**config.mk**
```make
export PLATFORM = sky130hd
export DESIGN_NAME = mem_rd_arbiter
export DESIGN_NICKNAME = d
export VERILOG_FILES = /design/src/rtl/mem_rd_arbiter.sv
export SDC_FILE = /design/constraint.sdc
export NUM_CORES = 1
export LEC_CHECK = 0
export CORE_AREA = 4 4 120 122
export DETAILED_ROUTE_END_ITERATION = 16
export DIE_AREA = 0 0 124 126
export PLACE_DENSITY = 0.78
export SLEW_MARGIN = 20
export SYNTH_ARGS = -nofsm -noshare
export SYNTH_HDL_FRONTEND = slang
export SYNTH_SLANG_ARGS = --single-unit
```
**constraint.sdc**
```tcl
create_clock -name clk -period 8.2 [get_ports clk]
set_clock_uncertainty 0.15 [all_clocks]
set_input_delay 1.64 -clock clk [delete_from_list [all_inputs] [get_ports clk]]
set_output_delay 1.64 -clock clk [all_outputs]
set_load 0.02 [all_outputs]
```
**src/rtl/mem_rd_arbiter.sv**
```systemverilog
// Two-master to one-slave AXI-lite read arbiter, one outstanding read, with IF-response drop on flush.
// Optional macro ARB_ROUND_ROBIN_EN selects round-robin on contention; default is fixed priority (s1 wins).
module mem_rd_arbiter #(
  parameter int ADDR_W = 64,
  parameter int DATA_W = 32
) (
  input  logic              clk,
  input  logic              rst,
  input  logic              i_s0_arvalid,
  output logic              o_s0_arready,
  input  logic [ADDR_W-1:0] i_s0_araddr,
  output logic              o_s0_rvalid,
  input  logic              i_s0_rready,
  output logic [DATA_W-1:0] o_s0_rdata,
  output logic [1:0]        o_s0_rresp,
  input  logic              i_s1_arvalid,
  output logic              o_s1_arready,
  input  logic [ADDR_W-1:0] i_s1_araddr,
  output logic              o_s1_rvalid,
  input  logic              i_s1_rready,
  output logic [DATA_W-1:0] o_s1_rdata,
  output logic [1:0]        o_s1_rresp,
  output logic              o_m_arvalid,
  input  logic              i_m_arready,
  output logic [ADDR_W-1:0] o_m_araddr,
  input  logic              i_m_rvalid,
  output logic              o_m_rready,
  input  logic [DATA_W-1:0] i_m_rdata,
  input  logic [1:0]        i_m_rresp,
  input  logic              i_flush_if,
  output logic [1:0]        o_grant
);

  typedef enum logic [1:0] {ST_IDLE, ST_ADDR, ST_DATA} state_t;

  state_t              r_state;
  state_t              w_next;
  logic                r_owner;
  logic [1:0]          r_grant;
  logic                r_drop;
  logic [ADDR_W-1:0]   r_araddr;
  logic                w_req0;
  logic                w_req1;
  logic                w_win0;
  logic                w_win1;
  logic                w_drop;
  logic                w_m_rready;

  // A flushed fetch may not even enter arbitration this cycle.
  assign w_req0 = i_s0_arvalid && !i_flush_if && (r_state == ST_IDLE) && !rst;
  assign w_req1 = i_s1_arvalid && (r_state == ST_IDLE) && !rst;

`ifdef ARB_ROUND_ROBIN_EN
  logic r_last_s1;

  assign w_win1 = w_req1 && (!w_req0 || !r_last_s1);

  always_ff @(posedge clk) begin
    if (rst)
      r_last_s1 <= 1'b1;
    else if (w_req0 && w_req1)
      r_last_s1 <= w_win1;
  end
`else
  assign w_win1 = w_req1;
`endif

  assign w_win0 = w_req0 && !w_win1;

  // The drop takes effect in the flush cycle itself, not only once registered.
  assign w_drop     = !r_owner && (r_drop || i_flush_if);
  assign w_m_rready = r_owner ? i_s1_rready : (i_s0_rready || w_drop);

  always_ff @(posedge clk) begin
    if (rst)
      r_state <= ST_IDLE;
    else
      r_state <= w_next;
  end

  always_comb begin
    w_next = r_state;
    case (r_state)
      ST_IDLE: if (w_win0 || w_win1) w_next = ST_ADDR;
      ST_ADDR: if (i_m_arready) w_next = ST_DATA;
      ST_DATA: if (i_m_rvalid && w_m_rready) w_next = ST_IDLE;
      default: w_next = ST_IDLE;
    endcase
  end

  always_comb begin
    o_s0_arready = 1'b0;
    o_s1_arready = 1'b0;
    o_s0_rvalid  = 1'b0;
    o_s1_rvalid  = 1'b0;
    o_m_arvalid  = 1'b0;
    o_m_rready   = 1'b0;
    case (r_state)
      ST_IDLE: begin
        o_s0_arready = w_win0;
        o_s1_arready = w_win1;
      end
      ST_ADDR: o_m_arvalid = 1'b1;
      ST_DATA: begin
        o_m_rready  = w_m_rready;
        o_s0_rvalid = !r_owner && !w_drop && i_m_rvalid;
        o_s1_rvalid = r_owner && i_m_rvalid;
      end
      default: ;
    endcase
  end

  always_ff @(posedge clk) begin
    if (rst) begin
      r_owner <= 1'b0;
      r_grant <= 2'b00;
      r_drop  <= 1'b0;
    end else begin
      case (r_state)
        ST_IDLE: begin
          r_drop <= 1'b0;
          if (w_win0 || w_win1) begin
            r_owner <= w_win1;
            r_grant <= {w_win1, w_win0};
          end
        end
        ST_ADDR: if (i_flush_if && !r_owner) r_drop <= 1'b1;
        ST_DATA: begin
          if (i_flush_if && !r_owner) r_drop <= 1'b1;
          if (i_m_rvalid && w_m_rready) begin
            r_grant <= 2'b00;
            r_drop  <= 1'b0;
          end
        end
        default: ;
      endcase
    end
  end

  always_ff @(posedge clk) begin
    if (w_win0)
      r_araddr <= i_s0_araddr;
    else if (w_win1)
      r_araddr <= i_s1_araddr;
  end

  assign o_m_araddr = r_araddr;
  assign o_grant    = r_grant;
  assign o_s0_rdata = i_m_rdata;
  assign o_s1_rdata = i_m_rdata;
  assign o_s0_rresp = i_m_rresp;
  assign o_s1_rresp = i_m_rresp;

endmodule

```
# Word-level counts from Yosys, hierarchy flattened
# Index checks and enable logic that the tools add are counted.
[totals]
ff_bits = 70
inputBits = 171
out_inout_bits = 140
elab_cells = 55
[op_classes]
eq_ne = 5
muxes = 18
reduce_logical = 27
[op_table]
columns = ["cell", "n"]
rows = [
  ["two-way mux 64 bit", 2],
  ["logical AND 1 bit", 12],
  ["two-way mux 1 bit", 9],
  ["two-way mux 2 bit", 4],
  ["case mux 2 bit (3 select lines)", 1],
  ["AND reduction 3 bit", 2],
  ["zero test 1 bit", 5],
  ["!= test 2 bit (second input constant)", 2],
  ["case mux 2 bit (2 select lines)", 1],
  ["nonzero test 2 bit", 2],
  ["logical OR 1 bit", 3],
  ["case mux 1 bit (3 select lines)", 1],
  ["nonzero test 3 bit", 1],
  ["== test 2 x 1 -> 1 bit (second input constant)", 1],
  ["== test 2 bit (second input constant)", 1],
  ["zero test 2 bit", 1],
  ["!= test 2 x 1 -> 1 bit (second input constant)", 1],
  ["AND reduction 2 bit", 1],
]

# Logic depth before layout (Yosys ltp)
# Gate-level depths: netlist of run 1.
[logic_depth]
ltp_word = 8
mapped_depth = 7
depth_no_buf = 6

# Least setup slack after synthesis of run 1
# Ideal clock, no wire load.
[synth_path]
path_type = "input port to flip-flop"
from = "input port i_s0_arvalid"
to = "register r_araddr[0], in the netlist o_m_araddr[0], enable pin"
setup_time_ns = 0.487
arrival_time_ns = 4.579
required_ns = 7.563
setup_slack_ns = 2.984
cell_stages = 3
n_path_buf = 0
path_cell_list = "nor2b_1 nor2_1 nor2_1"
[synth_between]
elab_chain_cells = 5
[synth_lines]
columns = ["element", "line", "text"]
rows = [
  ["from (decl)", "9", "input logic i_s0_arvalid,"],
  ["logical AND 1 bit (3 in a row)", "50", "assign w_req0 = i_s0_arvalid && !i_flush_if && (r_state == ST_IDLE) && !rst;"],
  ["logical AND 1 bit", "68", "assign w_win0 = w_req0 && !w_win1;"],
  ["nonzero test 2 bit (no line)", "--", ""],
  ["to (signal assigned)", "142", "r_araddr <= i_s0_araddr;"],
  ["to (signal assigned)", "144", "r_araddr <= i_s1_araddr;"],
  ["to (decl)", "41", "logic [ADDR_W-1:0] r_araddr;"],
]
# Every way passes these cells.
# A chain may end at the register's enable or synchronous reset.

# Worst setup path in the final report of run 1
[layout_path]
from = "input port i_flush_if"
to = "output port o_s0_arready"
[layout_between]
elab_chain_cells = 6
[layout_lines]
columns = ["element", "line", "text"]
rows = [
  ["from (decl)", "30", "input logic i_flush_if,"],
  ["zero test 1 bit", "50", ""],
  ["logical AND 1 bit (3 in a row)", "50", ""],
  ["logical AND 1 bit", "68", ""],
  ["two-way mux 1 bit", "98", "case (r_state)"],
  ["to (decl)", "10", "output logic o_s0_arready,"],
]
# Every way passes these cells.

==> results.py, run 1 <==
metrics = {
    "worst_setup_path": {
        "slowest_delay_ns": 0.64,
        "startpoint_type": "primary input",
        "crit_buf_inv": 2,
        "cp.required_ns": 6.41,
        "cp_top_family": "buffers and inverters",
        "critPathMaxFanout": 4,
        "slowest_stage": "clkdlybuf4s50_1",
        "arrival_ns": 3.33,
        "path_class": "primary input to primary output",
        "crit_path_end_kind": "primary output",
        "crit_top_cell": "clkdlybuf4s50_1",
        "cp_cell_sequence": "clkdlybuf4s50_1 > nor2b_1 > nor3b_4 > clkdlybuf4s50_1",
    },
    "cts": {
        "path_clk_slew_ns": 0.06,
        "cts.path.max_buffers": 2,
        "ctsResizeCount": 0,
        "clock-sinks": 70,
        "cts_buffers": 9,
        "cts_tree": "done",
        "post_cts_buffers": 0,
        "cts-root-buf": "clkbuf_16",
        "ctsHoldBuffers": 0,
        "clk_latency_ns": 0.33,
        "h-tree-depth": 3,
    },
    "hold_path": {
        "hold_path_class": "flip-flop to flip-flop",
    },
    "layout": {
        "diodes": 0,
        "syn2layout_area_growth_pct": 58.2,
        "nFillCells": 1205,
        "final_area_um2": 5730,
        "drive_gt1_frac": 0.187,
        "nNetsFinal": 578,
    },
    "synth": {
        "synth_nets": 432,
        "ys_types": 26,
        "synth_top_area_share": 0.531,
        "synth.most_common_cell": "buf_4",
        "async_flop_share": 0,
        "syn-cell-area_um2": 3620,
        "synth_compound_area_frac": 0.0207,
        "netlist_top_cells_area": "edfxtp_1 (53%), mux2_2 (16%), buf_4 (15%)",
        "synth-seq-area-share": 0.564,
        "synth_xor_area_frac": 0,
        "yosysTopAreaCell": "edfxtp_1",
        "synth_commonest_cells": "buf_4 (72), edfxtp_1 (64), mux2_2 (53), mux2_1 (11)",
        "synthMuxAreaShare": 0.199,
        "synth_cells": 256,
        "yosys.area_share.simple": 0.0394,
        "synth-adder-area-share": 0.0173,
        "syn_avg_cell_area_um2": 14.1,
        "synth_seq_cells": 70,
        "synth_warnings": 0,
        "synth_top_family_by_area": "multiplexers",
        "synth_edf_count": 64,
        "ys.flop_type": "edfxtp_1",
    },
    "timing": {
        "rsz0062_at_grt": "no",
        "drv_slew": 0,
        "finalHoldViolations": 0,
        "fin_crit_ns": 5.12,
        "tns_ns": 0,
        "setup_ws_ns": 3.08,
        "setup_violations": 0,
        "fin_crit_sh": 0.624,
        "fmax_ghz": 0.195,
        "hold_slack_ns": 0.301,
        "relSlewSlack": 0.430,
        "worst_pin_slew_ns": 0.856,
    },
    "floorplanning": {
        "fp.dieW_um": 124,
        "die_h_um": 126,
        "pin_count": 311,
        "core_um2": 13200,
        "rows": 42,
        "initial_core_util": 0.275,
        "die_area_um2": 15600,
    },
    "drt": {
        "viasPerCell": 4.29,
        "dr.pass1.iters": 4,
        "avgRoutedWirePerCell_um": 18.7,
        "wirelength_um": 10900,
        "num_vias": 2500,
        "drt-initial-drc-count": 185,
        "ant_nets": 0,
        "drcViolationCount": 0,
    },
    "placed_design": {
        "hpwl_um": 8760,
        "dpl_worst_slack_ns": 3.10,
        "gp_congestion": 0.730,
        "io_buffers": 208,
        "placed_area_um2": 5400,
    },
    "global_routing": {
        "grt_usage": 0.130,
        "antenna_found_initial": 0,
        "grt_start_max_net_pins": 66,
        "grtUsageMet2": 0.251,
        "grt_first_pass_wirelength_um": 15200,
        "grt_use_met1": 0.113,
        "grt_overflow": 0,
        "grt-busiest-layer": "met2",
        "grt_pass1_vias": 2747,
        "met3_usage": 0.0641,
    },
    "power": {
        "powerDensity_nw_per_um2": 206,
        "max-vdd-ir-drop_v": 0.0000865,
        "p_leak_uw": 0.00200,
    },
    "run": {
        "maxCapViolCount": 0,
    },
    "status": {
        "status": "finished clean",
    },
}
[worst paths after layout]
path / startpoint / end / slack, ns / cells past startpoint
max: i_flush_if / o_s0_arready / 3.08 / 4
min: o_grant[0] / o_grant[0] / 0.30 / 2
max reg2reg: r_state[1] / o_m_araddr[6] / 5.42 / 6
min reg2reg: o_grant[0] / o_grant[0] / 0.30 / 2
[cell usage in the layout, fill, tap and decap left out, types with 2 or more instances in the layout]
master / n
clkdlybuf4s50_1: 208
nand2_1: 6
mux2_1: 11
a21oi_1: 2
buf_4: 2
dfxtp_1: 6
bufinv_16: 2
mux2_2: 53
nor2_1: 5
ha_1: 5
clkinv_4: 3
inv_1: 6
o31ai_1: 2
clkbuf_16: 9
edfxtp_1: 64
o2bb2ai_1: 2
nor4_1: 3
nor2b_1: 2
nor3_1: 3
[layer usage]
layer,vias to the layer above,wire [um]
met5,-,0
met4,0,181
met3,21,1510
met2,215,5910
met1,1111,3300
li1,1153,-
[power by group]
group | switching [uW] | total (uW) | internal [uW]
registers | 14.2 | 458 | 444
logic | 135 | 290 | 155
clock network | 160 | 431 | 271
[metrics by stage]
step	utilization	total power [uW]	instances
after global routing	0.434	1240	583
after floorplan	-	644	256
after detailed placement	0.409	760	567
final	0.434	1180	583
after CTS	0.434	1200	583
after global placement	0.409	752	567
[flip-flops by register name, summed over array words and instances, names as in the netlist]
name and count:
o_m_araddr 64, o_grant 2, r_drop 1, r_owner 1
r_state 2
[final cells by class]
class,instances,area (um2),area share
inverters,6,22.5,0.00393
flip-flops and latches,70,2040,0.356
clock inverters,7,106,0.0186
clock buffers,9,225,0.0393
repair buffers,210,2100,0.366
well taps,176,220,0.0384
multi-input cells,105,1010,0.177
[logic make-up (layout without fill, tap and decap cells)]
kind of cell / count (synthesis) / count (layout)
multiplexers: 64 / 64
adder cells (fa/ha/maj): 5 / 5
buffers and inverters: 81 / 232
AND/OR/NAND/NOR: 26 / 26
AO/OA/AOI/OAI: 10 / 10
flip-flops: 70 / 70
[worst reg2reg max path, cell delays in order (launching register included)]
cell and delay (ns):
dfxtp_1 0.33, inv_1 0.12, ha_1 0.31, nand2_1 0.19, nor3b_4 0.24, buf_4 0.66, mux2_2 0.52
Note: power is estimated with default switching activity, not from simulation.
==> run 2, diff against run 1 <==
- CORE_AREA: 4 4 120 122 -> unset
- CORE_MARGIN: unset -> 4
- CORE_UTILIZATION: unset -> 29
- DIE_AREA: 0 0 124 126 -> unset
- PLACE_DENSITY: 0.78 -> 0.85
- clock period: 8.2 -> 4.25 ns (I/O delays scaled with it)
==> results.py, run 2 (synthesized netlist as in run 1, its figures left out) <==
metrics = {
    "cts": {
        "cts_tree": "done",
        "ctsHoldBuffers": 0,
        "cts_buffers": 9,
        "path_clk_slew_ns": 0.05,
        "cts.path.max_buffers": 2,
        "post_cts_buffers": 0,
        "clk_latency_ns": 0.33,
        "clock-sinks": 70,
        "h-tree-depth": 3,
        "ctsResizeCount": 0,
        "cts-root-buf": "clkbuf_16",
    },
    "worst_setup_path": {
        "critPathMaxFanout": 5,
        "arrival_ns": 2.54,
        "crit_path_end_kind": "primary output",
        "slowest_stage": "clkdlybuf4s50_1",
        "cp.required_ns": 3.25,
        "endpoint": "o_s0_arready",
        "worstReg2RegEnd": "o_m_araddr[13]",
        "cp_cell_sequence": "clkdlybuf4s50_1 > inv_1 > nand2_1 > nor3b_4 > clkdlybuf4s50_1",
        "r2r-start": "r_state[1]",
        "r2r_slack_ns": 1.53,
        "cp_top_family": "buffers and inverters",
        "slowest_delay_ns": 0.65,
        "path_class": "primary input to primary output",
        "crit_top_cell": "clkdlybuf4s50_1",
        "critPathLaunch": "rst",
        "startpoint_type": "primary input",
        "cp_num_cells": 5,
        "crit_buf_inv": 3,
        "r2r_cells": 6,
    },
    "power": {
        "p_leak_uw": 0.00200,
        "power_switching_uw": 568,
        "max-vdd-ir-drop_v": 0.000194,
        "swShare": 0.254,
        "pwr-share-comb": 0.252,
        "clock_power_share": 0.353,
        "powerDensity_nw_per_um2": 392,
        "seq_power_share": 0.395,
        "internal-power_uw": 1670,
    },
    "placed_design": {
        "dp.cells": 559,
        "io_buffers": 208,
        "gp_congestion": 0.846,
        "hpwl_um": 8840,
    },
    "global_routing": {
        "grt_start_max_net_pins": 66,
        "grt_usage": 0.150,
        "grt_overflow": 0,
        "antenna_found_initial": 0,
        "grt_pass1_vias": 2836,
        "grt_first_pass_wirelength_um": 16200,
    },
    "timing": {
        "setup_violations": 0,
        "rsz0062_at_grt": "no",
        "relSlewSlack": 0.437,
        "fmax_ghz": 0.282,
        "fin_crit_sh": 0.833,
        "finalHoldViolations": 0,
        "tns_ns": 0,
        "drv_slew": 0,
        "fin_crit_ns": 3.54,
        "worst_pin_slew_ns": 0.845,
    },
    "floorplanning": {
        "core_um2": 12100,
        "rows": 40,
        "pin_count": 311,
        "die_area_um2": 14300,
        "die_h_um": 120,
        "initial_core_util": 0.299,
        "fp.dieW_um": 120,
    },
    "status": {
        "status": "finished clean",
    },
    "layout": {
        "layout_common_cells": "clkdlybuf4s50_1 (208), edfxtp_1 (64), mux2_2 (53)",
        "largest_reg_flops": 64,
        "diodes": 0,
        "drive_gt1_frac": 0.182,
        "nNetsFinal": 578,
        "syn2layout_area_growth_pct": 57.8,
        "finalNonFillerCells": 575,
        "final_common_cell": "clkdlybuf4s50_1",
    },
    "drt": {
        "num_vias": 2553,
        "viasPerCell": 4.44,
        "drcViolationCount": 0,
        "drt-initial-drc-count": 103,
        "ant_nets": 0,
        "dr.pass1.iters": 4,
        "wirelength_um": 11100,
        "avgRoutedWirePerCell_um": 19.2,
    },
    "run": {
        "maxCapViolCount": 0,
    },
    "hold_path": {
        "hold_path_class": "flip-flop to flip-flop",
    },
}
[run 2: worst min-delay path by stage]
| stage | startpoint | end | depth (start not counted) |
|---|---|---|---|
| floorplan | r_state[0] | r_state[0] | 2 |
| global placement | o_grant[1] | o_grant[1] | 2 |
| detailed placement | o_grant[1] | o_grant[1] | 2 |
| global route | o_grant[0] | o_grant[0] | 2 |
| finish | o_grant[1] | o_grant[1] | 2 |
| CTS | o_grant[1] | o_grant[1] | 2 |
[run 2: per-stage QoR]
step           cell area [um2]  setup WS (ns)  utilization  hold WS [ns]  total power (uW)
6_report                  5710          0.708        0.472         0.300              2240
5_1_grt                   5710          0.617        0.472         0.353              2340
4_1_cts                   5710          0.713        0.472         0.311              2270
3_5_place_dp              5400          0.714        0.446         0.299              1470
3_3_place_gp              5400          0.752        0.446         0.304              1450
2_1_floorplan             3620          0.902            -         0.326              1240
[run 2: cell type report]
class,count,area (um2)
fillers,1092,6400
repair buffers,210,2110
flip-flops and latches,70,2040
multi-input cells,105,1010
clock buffers,9,225
well taps,168,210
clock inverters,7,88.8
inverters,6,22.5
[run 2: layer usage]
layer	part of all wire	GRT usage
met1	0.31	0.135
met2	0.54	0.284
met3	0.12	0.0669
met4	0.023	0.0716
met5	0	0
[run 2: power by group through the flow]
stage | combinational (uW) | clock [uW] | sequential (uW)
after global placement | 557 | 0 | 895
after CTS | 572 | 815 | 885
after global routing | 598 | 852 | 892
after detailed placement | 569 | 0 | 898
final | 564 | 790 | 883
after floorplan | 250 | 0 | 990
[run 2: worst reg2reg max path, stage by stage (launching register included)]
cell and delay [ns]:
dfxtp_1 0.33, inv_1 0.12, ha_1 0.29, nand2_1 0.18, nor3b_4 0.23, buf_4 0.67, mux2_2 0.49
==> run 3, diff against run 2 <==
- clock period: 4.25 -> 2.9 ns (I/O delays scaled with it)
==> results.py, run 3 (synthesized netlist as in run 1, its figures left out) <==
metrics = {
    "worst_setup_path": {
        "arrival_ns": 2.06,
        "path_class": "primary input to primary output",
        "cp.required_ns": 2.17,
        "critPathMaxFanout": 3,
        "startpoint_type": "primary input",
        "crit_path_end_kind": "primary output",
    },
    "layout": {
        "syn2layout_area_growth_pct": 60.1,
        "multi_input_area_um2": 1020,
        "finalNonFillerCells": 582,
        "seqCellArea_um2": 2040,
        "final_util": 0.479,
        "nFillCells": 1075,
        "final_area_um2": 5800,
        "final_common_cell": "clkdlybuf4s50_1",
        "nNetsFinal": 585,
        "diodes": 0,
        "largest_reg_flops": 64,
        "layout_common_cells": "clkdlybuf4s50_1 (207), edfxtp_1 (64), mux2_2 (53)",
        "drive_gt1_frac": 0.200,
    },
    "drt": {
        "num_vias": 2515,
        "drt-initial-drc-count": 135,
        "ant_nets": 0,
        "wirelength_um": 11000,
        "viasPerCell": 4.32,
        "drcViolationCount": 0,
        "avgRoutedWirePerCell_um": 18.8,
        "dr.pass1.iters": 4,
    },
    "global_routing": {
        "grt_overflow": 0,
        "grt_first_pass_wirelength_um": 15800,
        "grt_usage": 0.146,
        "grt_pass1_vias": 2713,
        "antenna_found_initial": 0,
        "grt_start_max_net_pins": 41,
    },
    "cts": {
        "cts_tree": "done",
        "cts-root-buf": "clkbuf_16",
        "post_cts_buffers": 0,
        "h-tree-depth": 3,
        "clock-sinks": 70,
        "path_clk_slew_ns": 0.05,
        "ctsHoldBuffers": 0,
        "clk_latency_ns": 0.33,
        "cts.path.max_buffers": 2,
        "cts_buffers": 9,
    },
    "power": {
        "powerDensity_nw_per_um2": 574,
        "max-vdd-ir-drop_v": 0.000274,
        "p_leak_uw": 0.00206,
    },
    "placed_design": {
        "io_buffers": 208,
        "dp.cells": 566,
        "placed_area_um2": 5460,
        "hpwl_um": 8930,
        "gp_congestion": 0.800,
    },
    "floorplanning": {
        "die_h_um": 120,
        "initial_core_util": 0.299,
        "rows": 40,
        "pin_count": 311,
        "core_um2": 12100,
        "fp.dieW_um": 120,
        "die_area_um2": 14300,
    },
    "timing": {
        "worst_pin_slew_ns": 0.396,
        "rsz0062_at_grt": "no",
        "drv_slew": 0,
        "relSlewSlack": 0.736,
        "fin_crit_sh": 0.961,
        "tns_ns": 0,
        "fmax_ghz": 0.359,
        "setup_violations": 0,
        "fin_crit_ns": 2.79,
        "finalHoldViolations": 0,
    },
    "hold_path": {
        "hold_path_class": "flip-flop to flip-flop",
    },
    "status": {
        "status": "finished clean",
    },
    "run": {
        "maxCapViolCount": 0,
    },
}
-- run 3: changes by cell type in the layout (fill, tap and decap cells not counted), sizes merged --
cell	delta
clkdlybuf4s50	-1
inv	+2
dlymetal6s2s	+1
clkbuf	+1
clkinv	-3
buf	+7
-- run 3: routing by layer --
metal,GRT usage,part of all wire,vias up
met5,0.00735,0,-
met4,0.0501,0.026,0
met3,0.0919,0.13,23
met2,0.264,0.52,197
met1,0.133,0.32,1134
li1,-,-,1161
-- run 3: critical path, cell delays in order --
cell and delay [ns]:
clkdlybuf4s50_1 0.51, nand2_1 0.06, nor4_1 0.23, clkdlybuf4s50_1 0.67
-- run 3: final timing paths --
check              from              to  slack, ns  cells past startpoint
max reg2reg  r_state[0]  o_m_araddr[18]       0.57                      7
min          o_grant[0]      o_grant[0]       0.30                      2
max          i_m_rvalid     o_s0_rvalid       0.11                      4
min reg2reg  o_grant[0]      o_grant[0]       0.30                      2
-- run 3: layout make-up --
class / instances / area share
clock buffers: 10 / 0.0395
repair buffers: 217 / 0.376
inverters: 6 / 0.00389
clock inverters: 6 / 0.0162
well taps: 168 / 0.0363
multi-input cells: 105 / 0.176
flip-flops and latches: 70 / 0.352
-- run 3: per-stage QoR --
stage	power, uW	setup slack (ns)	hold slack (ns)
after global routing	3470	0.0403	0.331
final	3320	0.112	0.304
after detailed placement	2170	0.0631	0.304
after floorplan	1820	0.524	0.326
after CTS	3380	0.0631	0.309
after global placement	2140	0.0812	0.295
-- run 3: power by group --
group	switching, uW	internal, uW
clock network	429	760
logic	381	458
registers	40.9	1250
-- run 3: repair_timing --
action                     CTS  global route
hold endpoints to repair     0             0
resized for setup            0             2
setup endpoints to repair    0             2
